`config.mk`:
```
export PLATFORM = sky130hd
export DESIGN_NAME = key_conditioner
export DESIGN_NICKNAME = d
export VERILOG_FILES = /design/src/rtl/key_cond_pkg.sv /design/src/rtl/key_debounce_ch.sv /design/src/rtl/key_conditioner.sv
export SDC_FILE = /design/constraint.sdc
export NUM_CORES = 1
export LEC_CHECK = 0
export CAP_MARGIN = 20
export CORE_ASPECT_RATIO = 1.4
export CORE_MARGIN = 5
export CORE_UTILIZATION = 56
export CTS_CLUSTER_SIZE = 25
export DETAILED_ROUTE_END_ITERATION = 16
export PLACE_DENSITY = 0.88
export SLEW_MARGIN = 25
export SYNTH_ARGS = -nofsm -noshare
export SYNTH_HDL_FRONTEND = slang
export SYNTH_SLANG_ARGS = --single-unit
```
`constraint.sdc`:
```
create_clock -name clk_clk -period 3 [get_ports clk_clk]
set_clock_uncertainty 0.1 [all_clocks]
set_input_delay 0.6 -clock clk_clk [delete_from_list [all_inputs] [get_ports clk_clk]]
set_output_delay 0.6 -clock clk_clk [all_outputs]
set_load 0.01 [all_outputs]
```
`src/rtl/key_cond_pkg.sv`:
```
// Shared types and default timing for the push-button conditioner.
// Optional auto-repeat is enabled by defining KEY_AUTOREPEAT_EN.
package key_cond_pkg;

  typedef enum logic [1:0] {
    UP       = 2'd0,
    DEB_DOWN = 2'd1,
    DOWN     = 2'd2,
    DEB_UP   = 2'd3
  } key_state_t;

  // 10 ms debounce, 500 ms first repeat, 100 ms repeat period at 50 MHz
  localparam int DEF_DEBOUNCE_CYCLES = 500000;
  localparam int DEF_REPEAT_DELAY    = 25000000;
  localparam int DEF_REPEAT_PERIOD   = 5000000;

endpackage

```
`src/rtl/key_debounce_ch.sv`:
```
// One key channel: two-flop synchronizer, debounce FSM with saturating counter,
// registered level and press/release pulses; hold counter only with KEY_AUTOREPEAT_EN.
module key_debounce_ch
  import key_cond_pkg::*;
#(
  parameter int DEBOUNCE_CYCLES = DEF_DEBOUNCE_CYCLES
`ifdef KEY_AUTOREPEAT_EN
  ,
  parameter int REPEAT_DELAY    = DEF_REPEAT_DELAY,
  parameter int REPEAT_PERIOD   = DEF_REPEAT_PERIOD
`endif
) (
  input  logic i_clk,
  input  logic i_rst_n,
  input  logic i_key_raw_n,
  output logic o_level_n,
  output logic o_press,
  output logic o_release
);

  localparam int CNT_W = $clog2(DEBOUNCE_CYCLES + 1);
  localparam logic [CNT_W-1:0] ACCEPT_AT = CNT_W'(DEBOUNCE_CYCLES - 1);
  // The sample taken in UP/DOWN is the first stable cycle, so a
  // one-cycle debounce accepts straight from the stable state.
  localparam bit FAST_ACCEPT = (DEBOUNCE_CYCLES == 1);

  logic [1:0]       r_sync;
  logic             w_s;
  key_state_t       r_state;
  logic [CNT_W-1:0] r_cnt;
  logic [CNT_W-1:0] w_cnt_inc;
  logic             w_accept;
  logic             r_level_n;
  logic             r_press;
  logic             r_release;
  logic             w_rep_fire;

  always_ff @(posedge i_clk or negedge i_rst_n) begin
    if (!i_rst_n) begin
      r_sync <= 2'b11;
    end else begin
      r_sync <= {r_sync[0], i_key_raw_n};
    end
  end

  assign w_s       = r_sync[1];
  assign w_cnt_inc = (r_cnt == {CNT_W{1'b1}}) ? r_cnt : r_cnt + CNT_W'(1);
  assign w_accept  = (w_cnt_inc >= ACCEPT_AT);

  always_ff @(posedge i_clk or negedge i_rst_n) begin
    if (!i_rst_n) begin
      r_state   <= UP;
      r_cnt     <= '0;
      r_level_n <= 1'b1;
      r_press   <= 1'b0;
      r_release <= 1'b0;
    end else begin
      r_press   <= 1'b0;
      r_release <= 1'b0;
      case (r_state)
        UP: begin
          if (!w_s) begin
            if (FAST_ACCEPT) begin
              r_state   <= DOWN;
              r_level_n <= 1'b0;
              r_press   <= 1'b1;
            end else begin
              r_cnt   <= '0;
              r_state <= DEB_DOWN;
            end
          end
        end
        DEB_DOWN: begin
          if (w_s) begin
            r_state <= UP;
          end else if (w_accept) begin
            r_state   <= DOWN;
            r_level_n <= 1'b0;
            r_press   <= 1'b1;
          end else begin
            r_cnt <= w_cnt_inc;
          end
        end
        DOWN: begin
          if (w_s) begin
            if (FAST_ACCEPT) begin
              r_state   <= UP;
              r_level_n <= 1'b1;
              r_release <= 1'b1;
            end else begin
              r_cnt   <= '0;
              r_state <= DEB_UP;
            end
          end else begin
            r_press <= w_rep_fire;
          end
        end
        DEB_UP: begin
          if (!w_s) begin
            r_state <= DOWN;
          end else if (w_accept) begin
            r_state   <= UP;
            r_level_n <= 1'b1;
            r_release <= 1'b1;
          end else begin
            r_cnt <= w_cnt_inc;
          end
        end
        default: r_state <= UP;
      endcase
    end
  end

`ifdef KEY_AUTOREPEAT_EN
  localparam int HOLD_MAX = (REPEAT_DELAY > REPEAT_PERIOD) ? REPEAT_DELAY : REPEAT_PERIOD;
  localparam int HOLD_W   = $clog2(HOLD_MAX + 1);
  localparam logic [HOLD_W-1:0] FIRST_AT = HOLD_W'(REPEAT_DELAY - 1);
  localparam logic [HOLD_W-1:0] NEXT_AT  = HOLD_W'(REPEAT_PERIOD - 1);

  logic [HOLD_W-1:0] r_hold;
  logic              r_repeating;
  logic              w_holding;

  // r_hold equals the number of cycles spent in DOWN since the last pulse
  assign w_holding  = (r_state == DOWN) && !w_s;
  assign w_rep_fire = w_holding && (r_hold == (r_repeating ? NEXT_AT : FIRST_AT));

  always_ff @(posedge i_clk or negedge i_rst_n) begin
    if (!i_rst_n) begin
      r_hold      <= '0;
      r_repeating <= 1'b0;
    end else if (!w_holding) begin
      r_hold      <= '0;
      r_repeating <= 1'b0;
    end else if (w_rep_fire) begin
      r_hold      <= '0;
      r_repeating <= 1'b1;
    end else begin
      r_hold <= r_hold + HOLD_W'(1);
    end
  end
`else
  assign w_rep_fire = 1'b0;
`endif

  assign o_level_n = r_level_n;
  assign o_press   = r_press;
  assign o_release = r_release;

endmodule

```
`src/rtl/key_conditioner.sv`:
```
// Board push-button conditioner: N_KEYS independent debounced channels.
// Define KEY_AUTOREPEAT_EN to add held-key auto-repeat press pulses.
module key_conditioner
  import key_cond_pkg::*;
#(
  parameter int N_KEYS          = 2,
  parameter int DEBOUNCE_CYCLES = DEF_DEBOUNCE_CYCLES
`ifdef KEY_AUTOREPEAT_EN
  ,
  parameter int REPEAT_DELAY    = DEF_REPEAT_DELAY,
  parameter int REPEAT_PERIOD   = DEF_REPEAT_PERIOD
`endif
) (
  input  logic              clk_clk,
  input  logic              reset_reset_n,
  input  logic [N_KEYS-1:0] key_raw_n,
  output logic [N_KEYS-1:0] key_level_n,
  output logic [N_KEYS-1:0] key_press,
  output logic [N_KEYS-1:0] key_release
);

  genvar gi;
  generate
    for (gi = 0; gi < N_KEYS; gi++) begin : g_key
      key_debounce_ch #(
        .DEBOUNCE_CYCLES (DEBOUNCE_CYCLES)
`ifdef KEY_AUTOREPEAT_EN
        ,
        .REPEAT_DELAY    (REPEAT_DELAY),
        .REPEAT_PERIOD   (REPEAT_PERIOD)
`endif
      ) u_ch (
        .i_clk       (clk_clk),
        .i_rst_n     (reset_reset_n),
        .i_key_raw_n (key_raw_n[gi]),
        .o_level_n   (key_level_n[gi]),
        .o_press     (key_press[gi]),
        .o_release   (key_release[gi])
      );
    end
  endgenerate

endmodule

```
==> out/results.ini, run 1 <==
[status]
status = finished with violations
violations = negative setup slack

[clock_network]
path_clk_slew_ns = 0.10
clock-sinks = 52
cts_root_buf = clkbuf_8
cts_buffer_depth = 2
h-tree-depth = 2
cts_tree = done
cts_made_buffers = 5
insertion_delay_ns = 0.31

[power_and_ir_drop]
leakagePower_uw = 0.001818
ir_worst_vdd_uv = 325.7
powerDensity_nw_per_um2 = 306.1

[worst_setup_path]
cp_cell_sequence = ha_4, nand4_1, nor3_2, buf_4, a211oi_4, nor4_2, a31oi_1, or4_4, a21oi_4, mux2_4, and2_4
reg2reg_to = g_key[0].u_ch.r_cnt[16]
ff2ff_setup_slack_ns = -0.13
reg2reg_from = g_key[0].u_ch.r_cnt[1]
cp-start-kind = flip-flop
cp_max_fo = 5
reg2regPathDepth = 11
max_stage_delay_ns = 0.57
crit_slowest_cell = or4_4
endpoint_kind = flip-flop
critPathRequiredTime_ns = 3.11
path_class = reg2reg
worstPathArrival_ns = 3.23

[logic_synthesis]
yosys.area.top_type_share_pct = 33.47
syn-cell-area_sq_um = 3440
yosysSeqAreaShare_pct = 38.05
syn_avg_cell_area_sq_um = 8.865
ys_types = 74
synth_warnings = 0
synth_area_leaders = dfrtp_1 33%, dfstp_2 4.6%, nand2_1 4.5%, a21oi_1 3.1%, nand3_1 3.1%
ys_seq_elements = 52
ys.flop_type = dfrtp_1
synth-edff-count = 0
synth_cells = 388
yosys.area.top_type = dfrtp_1
async_flop_share_pct = 100.0
synth_nets = 394

[placement]
port_buffers = 9
dpl.hpwl_microns = 6322
routabilityCongestion = 0.9624
dp_slack_ns = -0.07957

[run]
cap_violations = 0

[routing]
post_drt_wl_per_cell_microns = 19.19
drt_pre_antenna_iters = 5
vias = 3521
drc = 0
drt_wl_total_microns = 10090
viasPerCell = 6.694
first_iter_violations = 248
drtAntennaViolNets = 0

[global_routing]
grt_first_pass_wirelength_microns = 14830
grt_antenna_before_repair = 0
grt_pass1_vias = 3347
gr-total-overflow = 0
grt_usage_pct = 22.74
grt_max_degree = 38

[timing]
relSlewSlack_pct = 34.14
fmax_mhz = 319.9
period_needed_ns = 3.126
setup_violations = 28
rsz0062_at_grt = true
setup_ws_ns = -0.1264
worstMarginPinSlew_ns = 0.9809
setup_tns_ns = -1.726
finalHoldViolations = 0
post-route-period-util_pct = 104.2
final_max_slew_viol_count = 0

[layout]
diodes = 0
syn2layout_area_growth_pct = 31.65
layout-drive-gt1-share_pct = 40.13
nNetsFinal = 461

[min_path]
hold_path.class = in2async

[floorplanning]
dieWidth_microns = 76.24
io_pins = 10
start_util_pct = 58.25
die-area_sq_um = 7832
num_rows = 33
coreArea_sq_um = 5904
dieHeight_microns = 102.7

## synth_stat cells, drive strengths merged, types with 8 or more instances
cell type,instances
clkbuf,8
nand4,13
nor3,13
nand2,42
buf,26
inv,13
or4,11
a21oi,22
dfrtp,46
nand3,21
o21ai,19
a31oi,8
xnor2,8
nor2,23
## power breakdown
group          internal, uW  switching, uW  total (uW)
sequential              717           18.4         736
clock                   247            233         480
combinational          73.9           96.2         170
total                  1040            348        1390
## state kept, by name, indices dropped and copies added (netlist names), named ones only
signal                cells
g_key.u_ch.o_press        2
g_key.u_ch.r_cnt         38
g_key.u_ch.r_sync         4
g_key.u_ch.r_state        2
g_key.u_ch.o_release      2
g_key.u_ch.o_level_n      2
## metrics by stage
stage	cell area (sq um)	power, uW	cells	utilization [%]	hold slack (ns)
2_1_floorplan	3461	812.8	388	-	0.2044
3_3_place_gp	3885	863.3	495	65.80	0.2465
3_5_place_dp	3885	869.4	495	65.80	0.2472
4_1_cts	4121	1361	511	69.80	0.1022
5_1_grt	4528	1435	526	76.69	0.1227
6_report	4528	1386	526	76.69	0.09687
## final cells by class
cell class	instances	area (sq um)
clock buffers	5	68.82
clock inverters	3	42.54
fillers	374	1376
inverters	13	48.80
multi-input cells	289	2208
flip-flops and latches	52	1311
well taps	70	87.58
repair buffers	94	760.7
## worst max-delay path: cells and delay by family (launching register included)
family,cells,cell delay (ns)
and+or+nand+nor,5,1.35
AOI/OAI and AO/OA,3,0.45
DFF,1,0.43
muxes,1,0.33
buffers and inverters,1,0.19
adders and majority gates,1,0.17
## worst max-delay path by stage
stage / from / endpoint / slack, ns / cells past startpoint
floorplan: g_key[0].u_ch.r_cnt[0] / g_key[0].u_ch.r_cnt[16] / -0.001 / 10
global placement: g_key[0].u_ch.r_cnt[0] / g_key[0].u_ch.r_cnt[8] / 0.005 / 11
detailed placement: g_key[1].u_ch.r_cnt[0] / g_key[1].u_ch.o_level_n / -0.08 / 10
CTS: g_key[0].u_ch.r_cnt[0] / g_key[0].u_ch.r_cnt[15] / 0.006 / 11
global route: g_key[0].u_ch.r_cnt[1] / g_key[0].u_ch.r_cnt[16] / -0.24 / 11
finish: g_key[0].u_ch.r_cnt[1] / g_key[0].u_ch.r_cnt[16] / -0.13 / 11
## per-layer routing
layer  global-route usage (%)  wire, microns
met1                    24.42           3589
met2                    43.27           5384
met3                    3.059            573
met4                    11.98            545
met5                        0              0
## kinds of logic (layout without fill, tap and decap cells)
logic type / Yosys count / count (layout) / synth area share [%]
simple gates: 160 / 160 / 25.54
compound gates: 109 / 109 / 23.10
flops: 52 / 52 / 38.05
buf+inv: 47 / 115 / 7.639
xor+xnor: 11 / 11 / 2.801
mux: 7 / 7 / 2.146
fa+ha+maj: 2 / 2 / 0.7274
## cells in the final DEF (no fill, tap or decap), types with 7 or more instances in the layout
cell type        count
o21ai_0             11
a21oi_2              9
clkdlybuf4s50_1      8
nand3_1             18
dfrtp_1             44
nand2_1             37
buf_4               75
nor2_1              18
a31oi_1              7
nor3_1              10
nand4_1             12
buf_6               10
inv_1               12
a21oi_1             12
## timing repair
action / 4_1_cts / 5_1_grt
endpoints found under the setup margin: 22 / 44
hold buffers: 0 / 0
pin swaps: 4 / 26
buffers inserted: 7 / 15
gates cloned: 1 / 1
resized for setup: 16 / 72
Note: power is estimated with default switching activity, not from simulation.
==> run 2: changes to the inputs <==
Settings changed: CORE_UTILIZATION 56 to 35, PLACE_DENSITY 0.88 to 0.64.
==> run 2 against run 1 <==
The run now ends clean. Combinational power decreased by 12%. Sequential power about the same. Count of clock-buffer cells in the layout increased by 1. Final cell count increased by 12%. Sequential cell count unchanged. Critical endpoint is now g_key[0].u_ch.r_cnt[12].
==> out/results.ini, run 2 (synthesized netlist as in run 1, its figures left out) <==
[routing]
drt_wl_total_microns = 8956  ; was 10,090 microns
vias = 3289  ; was 3,521
viasPerCell = 5.603  ; was 6.694
drt_pre_antenna_iters = 4  ; was 5
drc = 0  ; unchanged
first_iter_violations = 118  ; was 248
drtAntennaViolNets = 0  ; unchanged
post_drt_wl_per_cell_microns = 15.26  ; was 19.19 microns

[timing]
post-route-period-util_pct = 99.60  ; was 104.2%
worstMarginPinSlew_ns = 0.6111  ; was 0.9809 ns
setup_violations = 0  ; was 28
hold_ws_ns = 0.1284  ; was 0.09687 ns
setup_tns_ns = 0  ; was -1.726 ns
rsz0062_at_grt = true  ; unchanged
period_needed_ns = 2.988  ; was 3.126 ns
fmax_mhz = 334.7  ; was 319.9 MHz
relSlewSlack_pct = 59.12  ; was 34.14%
finalHoldViolations = 0  ; unchanged
final_max_slew_viol_count = 0  ; unchanged

[layout]
final_common_cell = buf_4  ; unchanged
fin_area_sq_um = 4571  ; was 4528 sq um
layout-drive-gt1-share_pct = 36.70  ; was 40.13%
diodes = 0  ; unchanged
fill_cells = 906  ; was 374
syn2layout_area_growth_pct = 32.88  ; was 31.65%
largest_register_ffs = 38  ; unchanged
reg.largest.list = g_key.u_ch.r_cnt (38), g_key.u_ch.r_sync (4)  ; unchanged
nNetsFinal = 460  ; was 461
instances_no_fill = 587  ; was 526
largest-register = g_key.u_ch.r_cnt  ; unchanged
final_cell_mix = 78 x buf_4, 44 x dfrtp_1, 38 x nand2_1  ; was 75 x buf_4, 44 x dfrtp_1, 37 x nand2_1

[worst_setup_path]
crit_family = simple AND/OR/NAND/NOR gates  ; unchanged
reg2regPathDepth = 12  ; was 11
max_stage_delay_ns = 0.56  ; was 0.57 ns
path_class = reg2reg  ; unchanged
path_buf_inv = 2  ; was 1
reg2reg_from = g_key[0].u_ch.r_cnt[1]  ; unchanged
cp_max_fo = 9  ; was 5
worstPathArrival_ns = 3.07  ; was 3.23 ns
critPathRequiredTime_ns = 3.08  ; was 3.11 ns
cp-start-kind = flip-flop  ; unchanged
ff2ff_setup_slack_ns = 0.01  ; was -0.13 ns
endpoint_kind = flip-flop  ; unchanged
cp-startpoint = g_key[0].u_ch.r_cnt[1]  ; unchanged
endpoint = g_key[0].u_ch.r_cnt[12]  ; was g_key[0].u_ch.r_cnt[16]
crit_cells = 12  ; was 11
reg2reg_to = g_key[0].u_ch.r_cnt[12]  ; was g_key[0].u_ch.r_cnt[16]
cp_cell_sequence = ha_4, nand4_1, nor3_2, buf_4, a211oi_4, nor4_2, a31oi_1, or4_4, a21oi_4, buf_6, nand2_1, a22o_1  ; was ha_4, nand4_1, nor3_2, buf_4, a211oi_4, nor4_2, a31oi_1, or4_4, a21oi_4, mux2_4, and2_4
crit_slowest_cell = or4_4  ; unchanged

[global_routing]
grt_max_degree = 21  ; was 38
grt_pass1_vias = 3213  ; was 3,347
grt_usage_pct = 14.83  ; was 22.74%
gr-total-overflow = 0  ; unchanged
grt_first_pass_wirelength_microns = 14440  ; was 14,830 microns
grt_antenna_before_repair = 0  ; unchanged

[placement]
place_area_sq_um = 4008  ; was 3885 sq um
dpl.hpwl_microns = 6475  ; was 6322 microns
dpl.cell_count = 563  ; was 495
port_buffers = 9  ; unchanged
routabilityCongestion = 0.9277  ; was 0.9624

[clock_network]
path_clk_slew_ns = 0.07  ; was 0.10 ns
cts_buffer_depth = 2  ; unchanged
cts_made_buffers = 5  ; unchanged
cts_root_buf = clkbuf_16  ; was clkbuf_8
cts_tree = done  ; unchanged
insertion_delay_ns = 0.29  ; was 0.31 ns
holdBufCountCts = 0  ; unchanged
clock-sinks = 52  ; unchanged
h-tree-depth = 2  ; unchanged

[floorplanning]
dieWidth_microns = 93.78  ; was 76.24 microns
die-area_sq_um = 11940  ; was 7832 sq um
coreArea_sq_um = 9564  ; was 5904 sq um
num_rows = 42  ; was 33
dieHeight_microns = 127.3  ; was 102.7 microns
io_pins = 10  ; unchanged
start_util_pct = 35.96  ; was 58.25%

[power_and_ir_drop]
powerDensity_nw_per_um2 = 334.9  ; was 306.1 nW/um^2
internal-power_uw = 1178  ; was 1038 uW
power_frac_clock_pct = 42.0  ; was 34.6%
power_uw = 1531  ; was 1386 uW
p_switching_uw = 352.7  ; was 347.7 uW
p_comb_share_pct = 9.8  ; was 12.3%
ir_worst_vdd_uv = 216.6  ; was 325.7 uV
swShare_pct = 23.04  ; was 25.09%
leakagePower_uw = 0.001813  ; was 0.001818 uW
p_seq_share_pct = 48.2  ; was 53.1%

[min_path]
hold_path.class = in2async  ; unchanged

[status]
status = finished clean  ; was finished with violations

[run]
cap_violations = 0  ; unchanged

[run 2: cell types whose count changed in the layout (fill, tap and decap cells not counted), sizes merged]
cell,previous run,this run
buf,86,85
clkbuf,5,6
clkinvlp,1,0
[run 2: how the worst min path moves through the flow]
stage | from | cells past startpoint | slack, ns | to
6_report | reset_reset_n | 1 | 0.13 | g_key[0].u_ch.r_cnt[8]
5_1_grt | reset_reset_n | 1 | 0.15 | g_key[0].u_ch.r_cnt[10]
4_1_cts | reset_reset_n | 1 | 0.14 | g_key[0].u_ch.r_cnt[10]
3_5_place_dp | g_key[0].u_ch.r_sync[0] | 0 | 0.25 | g_key[0].u_ch.r_sync[1]
3_3_place_gp | g_key[0].u_ch.r_sync[0] | 0 | 0.25 | g_key[0].u_ch.r_sync[1]
2_1_floorplan | reset_reset_n | 0 | 0.20 | async pin
[run 2: routing by layer]
metal / part of all wire (%) / routed length [microns] / global-route usage [%] / vias up
met5: 0 / 0 / 0 / -
met4: 4.1 / 367 / 9.524 / 0
met3: 3.6 / 321 / 2.294 / 32
met2: 54 / 4806 / 26.31 / 85
met1: 39 / 3462 / 16.11 / 1586
li1: - / - / - / 1586
[run 2: final cells by class]
type	instances	area, sq um	area share, %
sequential	52	1311	28.69
clock inverter	2	35.03	0.7665
multi-input combinational	289	2143	46.89
inverter	13	48.80	1.068
tap	132	165.2	3.613
clock buffer	6	128.9	2.820
timing repair buffer	93	738.2	16.15
[run 2: repair_timing]
item,CTS,global route
pin swaps,6,28
gates resized for setup,18,48
setup buffers,3,13
endpoints found under the setup margin,19,41
[run 2: worst register-to-register path: stages, from the launching register on]
cell and delay [ns]:
dfrtp_1 0.43, ha_4 0.17, nand4_1 0.14, nor3_2 0.13
buf_4 0.17, a211oi_4 0.08, nor4_2 0.27, a31oi_1 0.09
or4_4 0.56, a21oi_4 0.27, buf_6 0.19, nand2_1 0.06
a22o_1 0.23
[run 2: power groups by stage]
| stage | clock network (uW) | logic [uW] | registers, uW |
|---|---|---|---|
| final | 643 | 149 | 738 |
| after detailed placement | 0 | 127 | 750 |
| after global routing | 692 | 163 | 740 |
| after CTS | 672 | 137 | 737 |
| after global placement | 0 | 124 | 749 |
| after floorplan | 0 | 70.9 | 742 |
[run 2: per-stage QoR]
stage | setup slack (ns) | util [%]
after detailed placement | -0.1015 | 41.90
after CTS | -0.006964 | 44.62
final | 0.01189 | 47.79
after global routing | -0.1261 | 47.79
after global placement | -0.02067 | 41.90
after floorplan | -0.0009770 | -
